### src/rtl/lcd_rx_capture.sv
// lcd_rx_capture: samples a parallel RGB LCD bus (NCLK/HD/VD/DEN/RGB) in the
// CLK domain, emits one PIX_VALID pulse per active pixel with its coordinates,
// and reports per-frame geometry plus a lock/error status.
// Optional build macro: LCD_RX_CAPTURE_SUM_EN adds FRAME_SUM, the mod-2^16
// sum of R+G+B over every emitted pixel of the closed frame.
//
// state     | meaning
// ----------+-------------------------------------------------------------
// SEEK      | waiting for the first VD falling edge; DEN is ignored
// LINE_WAIT | inside a frame, between lines (DEN low)
// LINE_ACT  | inside an active line, capturing pixels while DEN is high

module lcd_rx_capture #(
  parameter int H_ACT = 800,
  parameter int V_ACT = 480
) (
  input  logic        CLK,
  input  logic        RST,
  input  logic        NCLK,
  input  logic        HD,
  input  logic        VD,
  input  logic        DEN,
  input  logic [7:0]  R,
  input  logic [7:0]  G,
  input  logic [7:0]  B,
  output logic        PIX_VALID,
  output logic [10:0] PIX_X,
  output logic [9:0]  PIX_Y,
  output logic [23:0] PIX_RGB,
  output logic        FRAME_DONE,
  output logic [10:0] FRAME_W,
  output logic [9:0]  FRAME_H,
  output logic        LINE_ERR,
  output logic        SYNC_LOCK
`ifdef LCD_RX_CAPTURE_SUM_EN
  ,
  output logic [15:0] FRAME_SUM
`endif
);

  localparam logic [10:0] H_ACT_W = 11'(H_ACT);
  localparam logic [9:0]  V_ACT_H = 10'(V_ACT);
  localparam logic [10:0] X_MAX   = 11'h7FF;
  localparam logic [9:0]  Y_MAX   = 10'h3FF;

  typedef enum logic [1:0] {SEEK, LINE_WAIT, LINE_ACT} state_t;

  state_t      state, state_nx;
  logic        s1_nclk, s1_hd, s1_vd, s1_den;
  logic [23:0] s1_rgb;
  logic        s2_nclk, s2_hd, s2_vd;
  logic        tick, vd_fall, hd_fall;

  logic [10:0] x, x_nx, last_w, last_w_nx, cap_x;
  logic [9:0]  y, y_nx, y_line;
  logic        err_frame, err_frame_nx, line_err_nx;
  logic        pix_valid_nx, frame_done_nx, sync_lock_nx;
  logic [10:0] pix_x_nx, frame_w_nx;
  logic [9:0]  pix_y_nx, frame_h_nx;
  logic [23:0] pix_rgb_nx;
  logic        cap, close_line, close_frame, err_hit;

  // Bus is sampled once (S1) and NCLK/HD/VD again (S2) for edge detection;
  // protocol decisions only use the S1 copy.
  always_ff @(posedge CLK or posedge RST) begin
    if (RST) begin
      s1_nclk <= 1'b0;
      s1_hd   <= 1'b0;
      s1_vd   <= 1'b0;
      s1_den  <= 1'b0;
      s1_rgb  <= '0;
      s2_nclk <= 1'b0;
      s2_hd   <= 1'b0;
      s2_vd   <= 1'b0;
    end else begin
      s1_nclk <= NCLK;
      s1_hd   <= HD;
      s1_vd   <= VD;
      s1_den  <= DEN;
      s1_rgb  <= {R, G, B};
      s2_nclk <= s1_nclk;
      s2_hd   <= s1_hd;
      s2_vd   <= s1_vd;
    end
  end

  assign tick    = s1_nclk & ~s2_nclk;
  assign vd_fall = ~s1_vd & s2_vd;
  assign hd_fall = ~s1_hd & s2_hd;

  // State, counters and all registered outputs.
  always_ff @(posedge CLK or posedge RST) begin
    if (RST) begin
      state      <= SEEK;
      x          <= '0;
      y          <= '0;
      last_w     <= '0;
      err_frame  <= 1'b0;
      PIX_VALID  <= 1'b0;
      PIX_X      <= '0;
      PIX_Y      <= '0;
      PIX_RGB    <= '0;
      FRAME_DONE <= 1'b0;
      FRAME_W    <= '0;
      FRAME_H    <= '0;
      LINE_ERR   <= 1'b0;
      SYNC_LOCK  <= 1'b0;
    end else begin
      state      <= state_nx;
      x          <= x_nx;
      y          <= y_nx;
      last_w     <= last_w_nx;
      err_frame  <= err_frame_nx;
      PIX_VALID  <= pix_valid_nx;
      PIX_X      <= pix_x_nx;
      PIX_Y      <= pix_y_nx;
      PIX_RGB    <= pix_rgb_nx;
      FRAME_DONE <= frame_done_nx;
      FRAME_W    <= frame_w_nx;
      FRAME_H    <= frame_h_nx;
      LINE_ERR   <= line_err_nx;
      SYNC_LOCK  <= sync_lock_nx;
    end
  end

  // Next-state and datapath. The DEN tick that opens a line captures pixel 0,
  // so a line of N enabled ticks reports width N. A VD fall inside a line
  // closes the line first, then the frame, without emitting that tick's pixel.
  always_comb begin
    state_nx      = state;
    x_nx          = x;
    y_nx          = y;
    last_w_nx     = last_w;
    err_frame_nx  = err_frame;
    line_err_nx   = LINE_ERR;
    pix_valid_nx  = 1'b0;
    pix_x_nx      = PIX_X;
    pix_y_nx      = PIX_Y;
    pix_rgb_nx    = PIX_RGB;
    frame_done_nx = 1'b0;
    frame_w_nx    = FRAME_W;
    frame_h_nx    = FRAME_H;
    sync_lock_nx  = SYNC_LOCK;
    cap           = 1'b0;
    close_line    = 1'b0;
    close_frame   = 1'b0;
    err_hit       = 1'b0;
    cap_x         = x;
    y_line        = (y == Y_MAX) ? Y_MAX : y + 10'd1;

    if (tick) begin
      case (state)
        SEEK: begin
          if (vd_fall) begin
            state_nx = LINE_WAIT;
            y_nx     = '0;
          end
        end
        LINE_WAIT: begin
          if (vd_fall) begin
            close_frame = 1'b1;
          end else if (s1_den) begin
            state_nx = LINE_ACT;
            cap      = 1'b1;
            cap_x    = '0;
          end
        end
        LINE_ACT: begin
          if (hd_fall)
            err_hit = 1'b1;
          if (vd_fall || !s1_den)
            close_line = 1'b1;
          if (vd_fall)
            close_frame = 1'b1;
          else if (s1_den)
            cap = 1'b1;
        end
        default: state_nx = SEEK;
      endcase
    end

    if (cap) begin
      pix_valid_nx = 1'b1;
      pix_x_nx     = cap_x;
      pix_y_nx     = y;
      pix_rgb_nx   = s1_rgb;
      if (cap_x == X_MAX)
        err_hit = 1'b1;
      else
        x_nx = cap_x + 11'd1;
    end

    if (close_line) begin
      if (y == Y_MAX)
        err_hit = 1'b1;
      if (x != H_ACT_W)
        err_hit = 1'b1;
      last_w_nx = x;
      y_nx      = y_line;
      state_nx  = LINE_WAIT;
    end

    if (close_frame) begin
      frame_w_nx    = close_line ? x : last_w;
      frame_h_nx    = close_line ? y_line : y;
      sync_lock_nx  = (frame_h_nx == V_ACT_H) && !(err_frame || err_hit);
      err_frame_nx  = 1'b0;
      y_nx          = '0;
      frame_done_nx = 1'b1;
      state_nx      = LINE_WAIT;
    end else begin
      err_frame_nx = err_frame | err_hit;
    end

    line_err_nx = LINE_ERR | err_hit;
  end

`ifdef LCD_RX_CAPTURE_SUM_EN
  logic [15:0] acc, acc_nx, frame_sum_nx;

  // Running colour sum of emitted pixels, published and restarted at frame close.
  always_comb begin
    acc_nx       = acc;
    frame_sum_nx = FRAME_SUM;
    if (cap)
      acc_nx = acc + {8'h00, s1_rgb[23:16]} + {8'h00, s1_rgb[15:8]} + {8'h00, s1_rgb[7:0]};
    if (close_frame) begin
      frame_sum_nx = acc;
      acc_nx       = '0;
    end
  end

  // Accumulator and published frame sum.
  always_ff @(posedge CLK or posedge RST) begin
    if (RST) begin
      acc       <= '0;
      FRAME_SUM <= '0;
    end else begin
      acc       <= acc_nx;
      FRAME_SUM <= frame_sum_nx;
    end
  end
`else
  // Default build carries no colour accumulator.
`endif

endmodule

### config.mk
export PLATFORM = sky130hd
export DESIGN_NAME = lcd_rx_capture
export DESIGN_NICKNAME = d
export VERILOG_FILES = /design/src/rtl/lcd_rx_capture.sv
export SDC_FILE = /design/constraint.sdc
export NUM_CORES = 1
export LEC_CHECK = 0
export CAP_MARGIN = 15
export CORE_MARGIN = 2
export CORE_UTILIZATION = 50
export DETAILED_ROUTE_END_ITERATION = 8
export PLACE_DENSITY = 0.77
export SYNTH_ARGS = -nofsm -noshare
export SYNTH_HDL_FRONTEND = slang
export SYNTH_SLANG_ARGS = --single-unit
### constraint.sdc
create_clock -name CLK -period 8.4 [get_ports CLK]
set_input_delay 2.52 -clock CLK [delete_from_list [all_inputs] [get_ports CLK]]
set_output_delay 2.52 -clock CLK [all_outputs]
set_load 0.01 [all_outputs]
==> results.sh <==
export IMPL_crit_path_end_kind="output pin"
export IMPL_yosys_area_share_adder_pct=1.577
export IMPL_cts_tree="built"
export IMPL_drive_gt1_share_pct=7.508
export IMPL_drtIter0Drc=316
export IMPL_use_met2_pct=33.07
export IMPL_ios=100
export IMPL_p_per_area_nw_per_um2=271.9
export IMPL_reg2reg_to="x[5]"
export IMPL_overflow=0
export IMPL_ys_seq_elements=136
export IMPL_dpl_cell_area_um2=6606
export IMPL_core_area_um2=10840
export IMPL_cp_slowest_stage_delay_ns=0.57
export IMPL_fin_nets=690
export IMPL_maxSlewViolCount=0
export IMPL_synth_avg_cell_area_um2=9.885
export IMPL_holdWs_ns=0.3767
export IMPL_vias=4318
export IMPL_setup_violations=0
export IMPL_maxCapViolCount=0
export IMPL_grt_use_total_pct=22.59
export IMPL_firstDrtPassIters=7
export IMPL_vias_per_cell=5.357
export IMPL_ant_nets=0
export IMPL_period_needed_ns=3.988
export IMPL_wl_per_cell_um=15.61
export IMPL_n_antenna_cell=0
export IMPL_final_cell_mix="nand2_1 (195), dfrtp_1 (136), clkdlybuf4s50_1 (99)"
export IMPL_synth_simple_area_share_pct=21.33
export IMPL_cts_buffers_inserted=17
export IMPL_root_buffer="clkbuf_8"
export IMPL_yosys_mux_area_fraction_pct=1.329
export IMPL_final_common_cell="nand2_1"
export IMPL_yosys_most_used_dff="dfrtp_1"
export IMPL_worst_pin_slew_ns=0.9939
export IMPL_utilization_pct=66.11
export IMPL_dp_hpwl_um=8190
export IMPL_hold_depth=0
export IMPL_gp_congestion=0.9039
export IMPL_busiest_layer="met2"
export IMPL_crit_cells=1
export IMPL_final_cell_area_um2=7167
export IMPL_yosysWarnings=0
export IMPL_startpoint_type="flop"
export IMPL_reg2reg_slack_ns=5.12
export IMPL_syn_inst=562
export IMPL_path_buf_inv=1
export IMPL_startpoint="PIX_Y[2]"
export IMPL_synth_xor_area_share_pct=0.1577
export IMPL_fmax_mhz=250.8
export IMPL_fin_tns_setup_ns=0
export IMPL_path_cells="clkdlybuf4s50_1"
export IMPL_cts_resized=0
export IMPL_slowest_stage="clkdlybuf4s50_1"
export IMPL_fin_crit_sh_pct=47.47
export IMPL_synthTopCellsByArea="dfrtp_1 (61%), nand2_1 (13%), o21ai_0 (3.5%)"
export IMPL_drc=0
export IMPL_yosysTopAreaCell="dfrtp_1"
export IMPL_hp_class="reg -> reg"
export IMPL_rsz0062_at_grt="no"
export IMPL_hold_viol=0
export IMPL_ys_seq_area_share_pct=61.26
export IMPL_crit_type="reg -> out"
export IMPL_grt_max_degree=86
export IMPL_irDropWorstVdd_v=0.0001785
export IMPL_ff2ff_path_depth=11
export IMPL_synth_top_family_by_area="simple AND/OR/NAND/NOR gates"
export IMPL_clkSinkCount=136
export IMPL_syn_num_nets=599
export IMPL_slew_headroom_pct=33.74
export IMPL_status="finished, final reports clean"
export IMPL_path_delay_family="buffers and inverters"
export IMPL_syn_to_final_growth_pct=29.01
export IMPL_cp_data_required_time_ns=5.88
export IMPL_grt_pass1_wl_um=20490
export IMPL_initial_core_util_pct=51.25
export IMPL_cts_setup_buffers=0
export IMPL_crit_arrival_ns=1.47
export IMPL_async_flop_share_pct=100.0
export IMPL_worstSetupEndpoint="PIX_Y[2]"
export IMPL_row_count=38
export IMPL_clkSlewWorstSetupHoldPaths_ns=0.06
export IMPL_skew_ns=0.009201
export IMPL_synth_edf_count=0
export IMPL_groute_layer_met3_usage_pct=6.995
export IMPL_dieWidth_um=109.4
export IMPL_worstReg2RegStart="state[1]"
export IMPL_synthDominantCellAreaShare_pct=61.26
export IMPL_clock_path_buffers=2
export IMPL_ctsHtreeMaxLevel=4
export IMPL_die_area_um2=11970
export IMPL_power_leakage_nw=3.323
export IMPL_cts_hold_buf=0
export IMPL_first_global_vias=4171
export IMPL_io_buffer_count=99
export IMPL_met1_usage_pct=31.85
export IMPL_clkLatencyLatePin_ns=0.52
export IMPL_path_max_fanout=2
export IMPL_synth_distinct_cells=53
export IMPL_dieHeight_um=109.4
export IMPL_antenna_found_initial=0
export IMPL_synth_compound_area_share_pct=10.95
export IMPL_routed_wl_um=12590
export IMPL_syn_area_um2=5555
[synthesized netlist by cell type, types with 3 or more instances]
cell / number
a21oi_1: 22
nand2_1: 195
buf_2: 7
nand3_1: 20
and2_1: 5
a31oi_1: 5
nor3_1: 7
nand4_1: 5
mux2i_1: 4
o31ai_1: 6
buf_1: 3
clkbuf_1: 19
ha_1: 7
o21ai_0: 39
a22o_1: 9
inv_1: 9
mux2_2: 3
dfrtp_1: 136
nor2_1: 15
[flip-flops by register name, summed over array words and instances (netlist names), 2 cells and up]
register	count
last_w	11
PIX_RGB	24
PIX_X	11
PIX_Y	10
y	10
state	2
x	11
s1_rgb	24
FRAME_W	11
FRAME_H	10
[final cells by class]
class | count | area [µm²]
tap | 140 | 175.2
clock buffer | 18 | 427.9
timing repair buffer | 105 | 1036
inverter | 9 | 36.28
clock inverter | 14 | 125.1
fill | 862 | 3674
sequential | 136 | 3403
multi-input combinational | 384 | 1963
[power breakdown]
part / internal [mW] / switching [mW]
clock network: 0.401 / 0.284
logic: 0.218 / 0.206
registers: 0.758 / 0.0801
[metrics by stage]
| step | worst slack (ns) | power (mW) | instances |
|---|---|---|---|
| after floorplan | 2.241 | 1.053 | 562 |
| after global placement | 3.988 | 1.252 | 773 |
| after detailed placement | 3.953 | 1.269 | 773 |
| after CTS | 4.390 | 1.959 | 805 |
| after global routing | 4.268 | 2.045 | 806 |
| final | 4.412 | 1.949 | 806 |
[worst min-delay path by stage]
stage / from / endpoint / slack (ns)
detailed placement: s1_hd / s2_hd / 0.36
global route: s1_hd / s2_hd / 0.39
floorplan: s1_hd / s2_hd / 0.35
global placement: s1_hd / s2_hd / 0.36
finish: s1_hd / s2_hd / 0.38
CTS: s1_hd / s2_hd / 0.38
[routing by layer]
layer,vias to the layer above,part of all wire (%),routed length (µm)
li1,2068,-,-
met1,2075,45,5603
met2,161,46,5824
met3,14,7.9,993
met4,0,1.3,164
met5,-,0,0
[cell families after synthesis]
kind of cell	count (synthesis)
buffers and inverters	42
muxes	7
adders and majority gates	7
and+or+nand+nor	269
xor gates and xnor gates	1
AOI/OAI and AO/OA	100
DFF	136
No activity file was read; power rests on OpenSTA's default activity.
